`config.mk`:
```
export PLATFORM = sky130hd
export DESIGN_NAME = cnt_seq_ctrl
export DESIGN_NICKNAME = d
export VERILOG_FILES = /design/src/rtl/cnt_seq_ctrl.sv
export SDC_FILE = /design/constraint.sdc
export NUM_CORES = 1
export LEC_CHECK = 0
export BUFFER_PORTS_ARGS = -buffer_cell sky130_fd_sc_hd__clkbuf_2
export CAP_MARGIN = 20
export CORE_MARGIN = 1.5
export CORE_UTILIZATION = 35
export DETAILED_ROUTE_END_ITERATION = 6
export PLACE_DENSITY_LB_ADDON = 0.1
export SYNTH_ARGS = -nofsm -noshare
export SYNTH_HDL_FRONTEND = slang
export SYNTH_SLANG_ARGS = --single-unit
```
`constraint.sdc`:
```
create_clock -name clk -period 2.1 [get_ports clk]
set_input_delay 0.105 -clock clk [delete_from_list [all_inputs] [get_ports clk]]
set_output_delay 0.105 -clock clk [all_outputs]
set_load 0.02 [all_outputs]
```
`src/rtl/cnt_seq_ctrl.sv`:
```
// Bounded count sequencer: walks a counter from a start value to an end value,
// up or down, for a programmed number of passes, with hold/abort/error reporting.
module cnt_seq_ctrl #(
   parameter int WIDTH = 4,
   parameter int REP_W = 4
) (
   input  logic             clk,
   input  logic             rst,
   input  logic             start,
   input  logic             stop,
   input  logic             hold,
   input  logic [WIDTH-1:0] cfg_start,
   input  logic [WIDTH-1:0] cfg_end,
   input  logic             cfg_dir,
   input  logic [REP_W-1:0] cfg_reps,
   output logic [WIDTH-1:0] out,
   output logic             busy,
   output logic             wrap,
   output logic             done,
   output logic             abort,
   output logic             err
);

   typedef enum logic [1:0] {IDLE, RUN, DONE} state_t;

   localparam logic [WIDTH-1:0] CNT_ONE  = WIDTH'(1);
   localparam logic [REP_W-1:0] PASS_ONE = REP_W'(1);

   state_t           state, state_nx;
   logic [WIDTH-1:0] cnt, cnt_nx;
   logic [REP_W-1:0] pass_cnt, pass_nx;
   logic             wrap_nx, abort_nx, err_nx, load;
   logic             cfg_ok;

   // Shadow copies: the run only ever looks at these, never at live cfg_*
   logic [WIDTH-1:0] start_s, end_s;
   logic             dir_s;
   logic [REP_W-1:0] reps_s;

   assign cfg_ok = cfg_dir ? (cfg_end <= cfg_start) : (cfg_end >= cfg_start);

   always_comb begin
      state_nx = state;
      cnt_nx   = cnt;
      pass_nx  = pass_cnt;
      wrap_nx  = 1'b0;
      abort_nx = 1'b0;
      err_nx   = 1'b0;
      load     = 1'b0;
      unique case (state)
         IDLE: begin
            if (start) begin
               if (cfg_ok) begin
                  load     = 1'b1;
                  cnt_nx   = cfg_start;
                  pass_nx  = '0;
                  state_nx = RUN;
               end else begin
                  err_nx = 1'b1;
               end
            end
         end
         RUN: begin
            // Priority: stop, then hold, then end-of-pass, then step.
            if (stop) begin
               abort_nx = 1'b1;
               state_nx = IDLE;
            end else if (hold) begin
               cnt_nx = cnt;
            end else if (cnt == end_s) begin
               if (pass_cnt == reps_s) begin
                  state_nx = DONE;
               end else begin
                  cnt_nx  = start_s;
                  pass_nx = pass_cnt + PASS_ONE;
                  wrap_nx = 1'b1;
               end
            end else begin
               cnt_nx = dir_s ? (cnt - CNT_ONE) : (cnt + CNT_ONE);
            end
         end
         DONE: state_nx = IDLE;
         default: state_nx = IDLE;
      endcase
   end

   always_ff @(posedge clk) begin
      if (rst) begin
         state    <= IDLE;
         cnt      <= '0;
         pass_cnt <= '0;
         wrap     <= 1'b0;
         abort    <= 1'b0;
         err      <= 1'b0;
      end else begin
         state    <= state_nx;
         cnt      <= cnt_nx;
         pass_cnt <= pass_nx;
         wrap     <= wrap_nx;
         abort    <= abort_nx;
         err      <= err_nx;
      end
   end

   always_ff @(posedge clk) begin
      if (load) begin
         start_s <= cfg_start;
         end_s   <= cfg_end;
         dir_s   <= cfg_dir;
         reps_s  <= cfg_reps;
      end
   end

   // busy/done decode straight from the state register, so they stay registered
   assign out  = cnt;
   assign busy = (state == RUN);
   assign done = (state == DONE);

endmodule

```
Word-level counts from Yosys, hierarchy flattened

Index checks and enable logic that the tools add are counted.

Memories kept: 0
Bits in registers: 26
Memory bits (writable): 0
Logic and storage cells: 70
Latch bits: 0
Bits in read-only memories: 0
Bits of input ports: 18
Output and inout bits: 9

Equality and inequality tests: 14
Shift operators: 0
Multipliers: 0
Bitwise gates (word level): 4
Div/mod/pow operators: 0
Mux-type cells: 29
$lt $le $gt $ge: 2
$add $sub $neg: 3
Reduce and logical (&&, ||, !) cells: 8

Operator list:

| operator              | number |
|---|---|
| $mux W4               | 13 |
| $pmux W4 S2           | 2 |
| $mux W2               | 6 |
| $ne A2 B2 Y1 const B  | 5 |
| $add A4 B1 Y4 const B | 2 |
| $eq A4 B4 Y1          | 2 |
| $mux W1               | 7 |
| $reduce_and A7 Y1     | 1 |
| $ne A3 B2 Y1 const B  | 2 |
| $ne A3 B3 Y1 const B  | 2 |
| $reduce_and A6 Y1     | 1 |
| $reduce_and A5 Y1     | 1 |
| $reduce_or A5 Y1      | 1 |
| $ge A4 B4 Y1          | 1 |
| $le A4 B4 Y1          | 1 |
| $not A1 Y1            | 4 |
| $pmux W2 S2           | 1 |
| $sub A4 B1 Y4 const B | 1 |
| $reduce_or A3 Y1      | 1 |
| $eq A2 B1 Y1 const B  | 1 |
| $eq A2 B2 Y1 const B  | 1 |
| $logic_not A2 Y1      | 1 |
| $ne A2 B1 Y1 const B  | 1 |
| $reduce_bool A2 Y1    | 1 |
| $reduce_or A2 Y1      | 1 |

Logic depth before layout (Yosys ltp)

Word-level depth: 6
Depth in mapped cells: 8
Mapped depth without buffers: 8

Least setup slack after synthesis

Ideal clock, no wire load.

Kind: register to register
From: reg cnt[1] (netlist: out[1])
To: reg pass_cnt[2]
Library setup time: 0.122 ns
Arrival time: 1.722 ns
Stages on the path, launching flop included: 7
Buffers on the path: 0
Data required time: 1.978 ns
Period minus slack after synthesis: 1.843 ns
Setup slack: 0.257 ns
Cells stage by stage: dfxtp_1 -> xor2_1 -> nor4_4 -> nand2_1 -> nand2_1 -> a21oi_2 -> a221o_1

Word-level cells in the longest chain between the ends: 3

RTL lines:

| what                        | line | source |
|---|---|---|
| from (decl)                 | 30   | `logic [WIDTH-1:0] cnt, cnt_nx;` |
| from (signal assigned)      | 97   | `cnt <= cnt_nx;` |
| $eq A4 B4 Y1                | 70   | `end else if (cnt == end_s) begin` |
| $ne A2 B1 Y1 (no line)      | --   |  |
| $reduce_and A7 Y1 (no line) | --   |  |
| to (signal assigned)        | 98   | `pass_cnt <= pass_nx;` |
| to (decl)                   | 31   | `logic [REP_W-1:0] pass_cnt, pass_nx;` |

Every way passes these cells.
A chain may end at the register's enable or synchronous reset.

Worst setup path in the final report

From: reg dir_s
To: reg cnt[3] (netlist: out[3])

Word-level cells in the longest chain between the ends: 5

RTL lines:

| what                   | line | source |
|---|---|---|
| from (decl)            | 37   | `logic dir_s;` |
| from (signal assigned) | 109  | `dir_s <= cfg_dir;` |
| $mux W4                | 79   | `cnt_nx = dir_s ? (cnt - CNT_ONE) : (cnt + CNT_ONE);` |
| $mux W4                | 70   |  |
| $mux W4                | 68   | `end else if (hold) begin` |
| $mux W4                | 65   | `if (stop) begin` |
| $pmux W4 S2            | 50   | `unique case (state)` |

Every way passes these cells. The select of a mux whose other input is x is not followed.

==> impl_metrics.tcl <==
set metrics [dict create \
    synthXorXnorAreaFrac 0.0753 \
    setup-tns-final_ps 0 \
    cts.clk_slew.worst_paths_ps 100 \
    synth_top_flop_cell "edfxtp_1" \
    endpoint_kind "register" \
    fp.dieW_um 66.2 \
    ys_seq_area_frac 0.466 \
    grt_busiest_layer "met2" \
    drt_pre_antenna_iters 4 \
    num_vias 1053 \
    hp-class "in -> reg" \
    syn_avg_cell_area_um2 10.7 \
    netlist_area_mm2 0.00140 \
    clockRootBuffer "clkbuf_8" \
    synth-compound-area-share 0.135 \
    slew-limit-headroom 0.713 \
    synth_commonest_cells "dfxtp_1, edfxtp_1, nor2_1, inv_1, nand2_1" \
    diodes 0 \
    boundaryPins 27 \
    drt_iter0_markers 40 \
    worst-slew-pin-transition_ps 424 \
    syn2layout_area_growth_pct 22.6 \
    critical_path_buf_inv_count 0 \
    irDropWorstVdd_v 0.000359 \
    cts_buffers 3 \
    gp_congestion 0.798 \
    cp_slowest_cell "edfxtp_1" \
    port_buffers 26 \
    die_height_um 66.2 \
    ys_warn_count 0 \
    syn-num-nets 156 \
    cts_tree "yes" \
    power_density_mw_per_mm2 738 \
    required_ps 2310 \
    clock_path_buffers 2 \
    rows 22 \
    grt_pass1_vias 1045 \
    utilization 0.457 \
    drive_gt1_frac 0.283 \
    synth_mux_area_frac 0.0224 \
    min_period_ps 1890 \
    ys_types 39 \
    maxCapViolations 0 \
    overflow 0 \
    clock_sinks 26 \
    path_class "reg -> reg" \
    postCtsSetupRepairBufs 0 \
    post-route-period-util 0.898 \
    ys_async_sr_fraction 0 \
    drt_wl_total_um 2950 \
    hpwlAfterDp_um 2310 \
    path_cells "ha_1 -> a21o_1 -> a21oi_1 -> xnor2_1 -> nor3_1 -> o31a_2 -> nor3_1" \
    synth_edf_count 13 \
    synth_top_area_frac 0.280 \
    crit_path_max_fanout 4 \
    ys_ff_latch 26 \
    synth_simple_gate_area_frac 0.181 \
    hold_viol 0 \
    yosys-top-cells-area "edfxtp_1, dfxtp_1, ha_1, xnor2_1, xor2_1" \
    yosysTopAreaCell "edfxtp_1" \
    gr-usage-met3 0.0221 \
    leakage_nw 0.739 \
    slowest_delay_ps 490 \
    via_per_inst 4.92 \
    arrival_ps 2090 \
    core_mm2 0.00374 \
    setup_viol 0 \
    insertion_delay_ps 280 \
    die_area_mm2 0.00438 \
    report.final.slew_viol_count 0 \
    rsz0062_at_grt "no" \
    synth_top_family_by_area "simple AND/OR/NAND/NOR gates" \
    fmax_mhz 530 \
    synth_fa_ha_area_frac 0.0771 \
    finalPower_w 0.00126 \
    drc 0 \
    skew_ps 9.15 \
    start_util 0.373 \
    wire_per_inst_um 13.8 \
    grt_pass1_wl_um 5030 \
    ant_nets 0 \
    reg2reg_slack_ps 210 \
    final_nets 193 \
    crit_top_cell "nor3_1" \
    synth_cells 130 \
    crit_path_start_kind "register" \
    met1_usage 0.223 \
    use_met2 0.233 \
    grt_start_max_net_pins 16 \
    outcome "completed" \
    htreeDepth 1 \
    antenna_found_initial 0 \
    track_usage 0.154 \
    path_delay_family "compound AO/OA/AOI/OAI gates" \
]
[through the flow]
stage | hold WS [ps] | instance area, µm² | setup slack [ps] | cells
2_1_floorplan | 204 | 1400 | 257 | 130
3_3_place_gp | 282 | 1610 | 134 | 206
3_5_place_dp | 284 | 1610 | 114 | 206
4_1_cts | 6.59 | 1710 | 194 | 214
5_1_grt | 9.89 | 1710 | 49.2 | 214
6_report | 14.7 | 1710 | 215 | 214
[flip-flops by register name, indices dropped and copies added, names as in the netlist]
name      flops
err           1
abort         1
out           4
state         2
wrap          1
end_s         4
reps_s        4
start_s       4
dir_s         1
pass_cnt      4
[cells in the final DEF (no fill, tap or decap), types with 2 or more instances in the layout]
cell type	instances
clkbuf_2	26
a221o_1	2
nor2b_1	3
xor2_1	6
mux2i_1	2
nor3_1	4
nor2_1	13
a21oi_1	7
dlygate4sd3_1	4
edfxtp_1	13
o21ai_0	5
inv_1	11
buf_4	5
nand2_1	8
dfxtp_1	13
clkbuf_8	3
nor4_4	2
ha_1	7
xnor2_1	6
a211o_2	2
a211o_1	2
nand2b_1	2
[cell type report]
class / count / area [µm²]
Clock buffer: 4 / 66.3
Inverter: 11 / 41.3
Tap cell: 48 / 60.1
Multi-Input combinational cell: 90 / 686
Sequential cell: 26 / 651
Fill cell: 368 / 2030
Timing Repair Buffer: 35 / 208
[layer usage]
layer | routed length, µm | vias to the layer above
met5 | 0 | -
met4 | 43 | 0
met3 | 89 | 4
met2 | 1330 | 18
met1 | 1490 | 495
li1 | - | 536
[logic make-up (layout without fill, tap and decap cells)]
family                   after synthesis  in the layout
buffers and inverters                 14             50
adder cells (fa/ha/maj)                8              8
multiplexers                           3              3
AND/OR/NAND/NOR                       42             42
XOR/XNOR                              12             12
flip-flops                            26             26
AO/OA/AOI/OAI                         25             25
[path summary, 6_finish.rpt]
| check | startpoint | to | depth (start not counted) |
|---|---|---|---|
| min | cfg_end[0] | end_s[0] | 1 |
| min reg2reg | out[2] | out[2] | 2 |
| max | dir_s | out[3] | 7 |
| max reg2reg | dir_s | out[3] | 7 |
[power breakdown]
group / switching, W / internal [W]
logic: 0.000156 / 0.000122
clock network: 0.000174 / 0.000208
registers: 0.0000306 / 0.000573
total: 0.000360 / 0.000903
[timing repair]
action / in CTS / in global routing
hold buffers: 4 / 0
gates resized for setup: 0 / 0
endpoints found under the hold margin: 4 / 0
(Power assumes the default switching activity.)
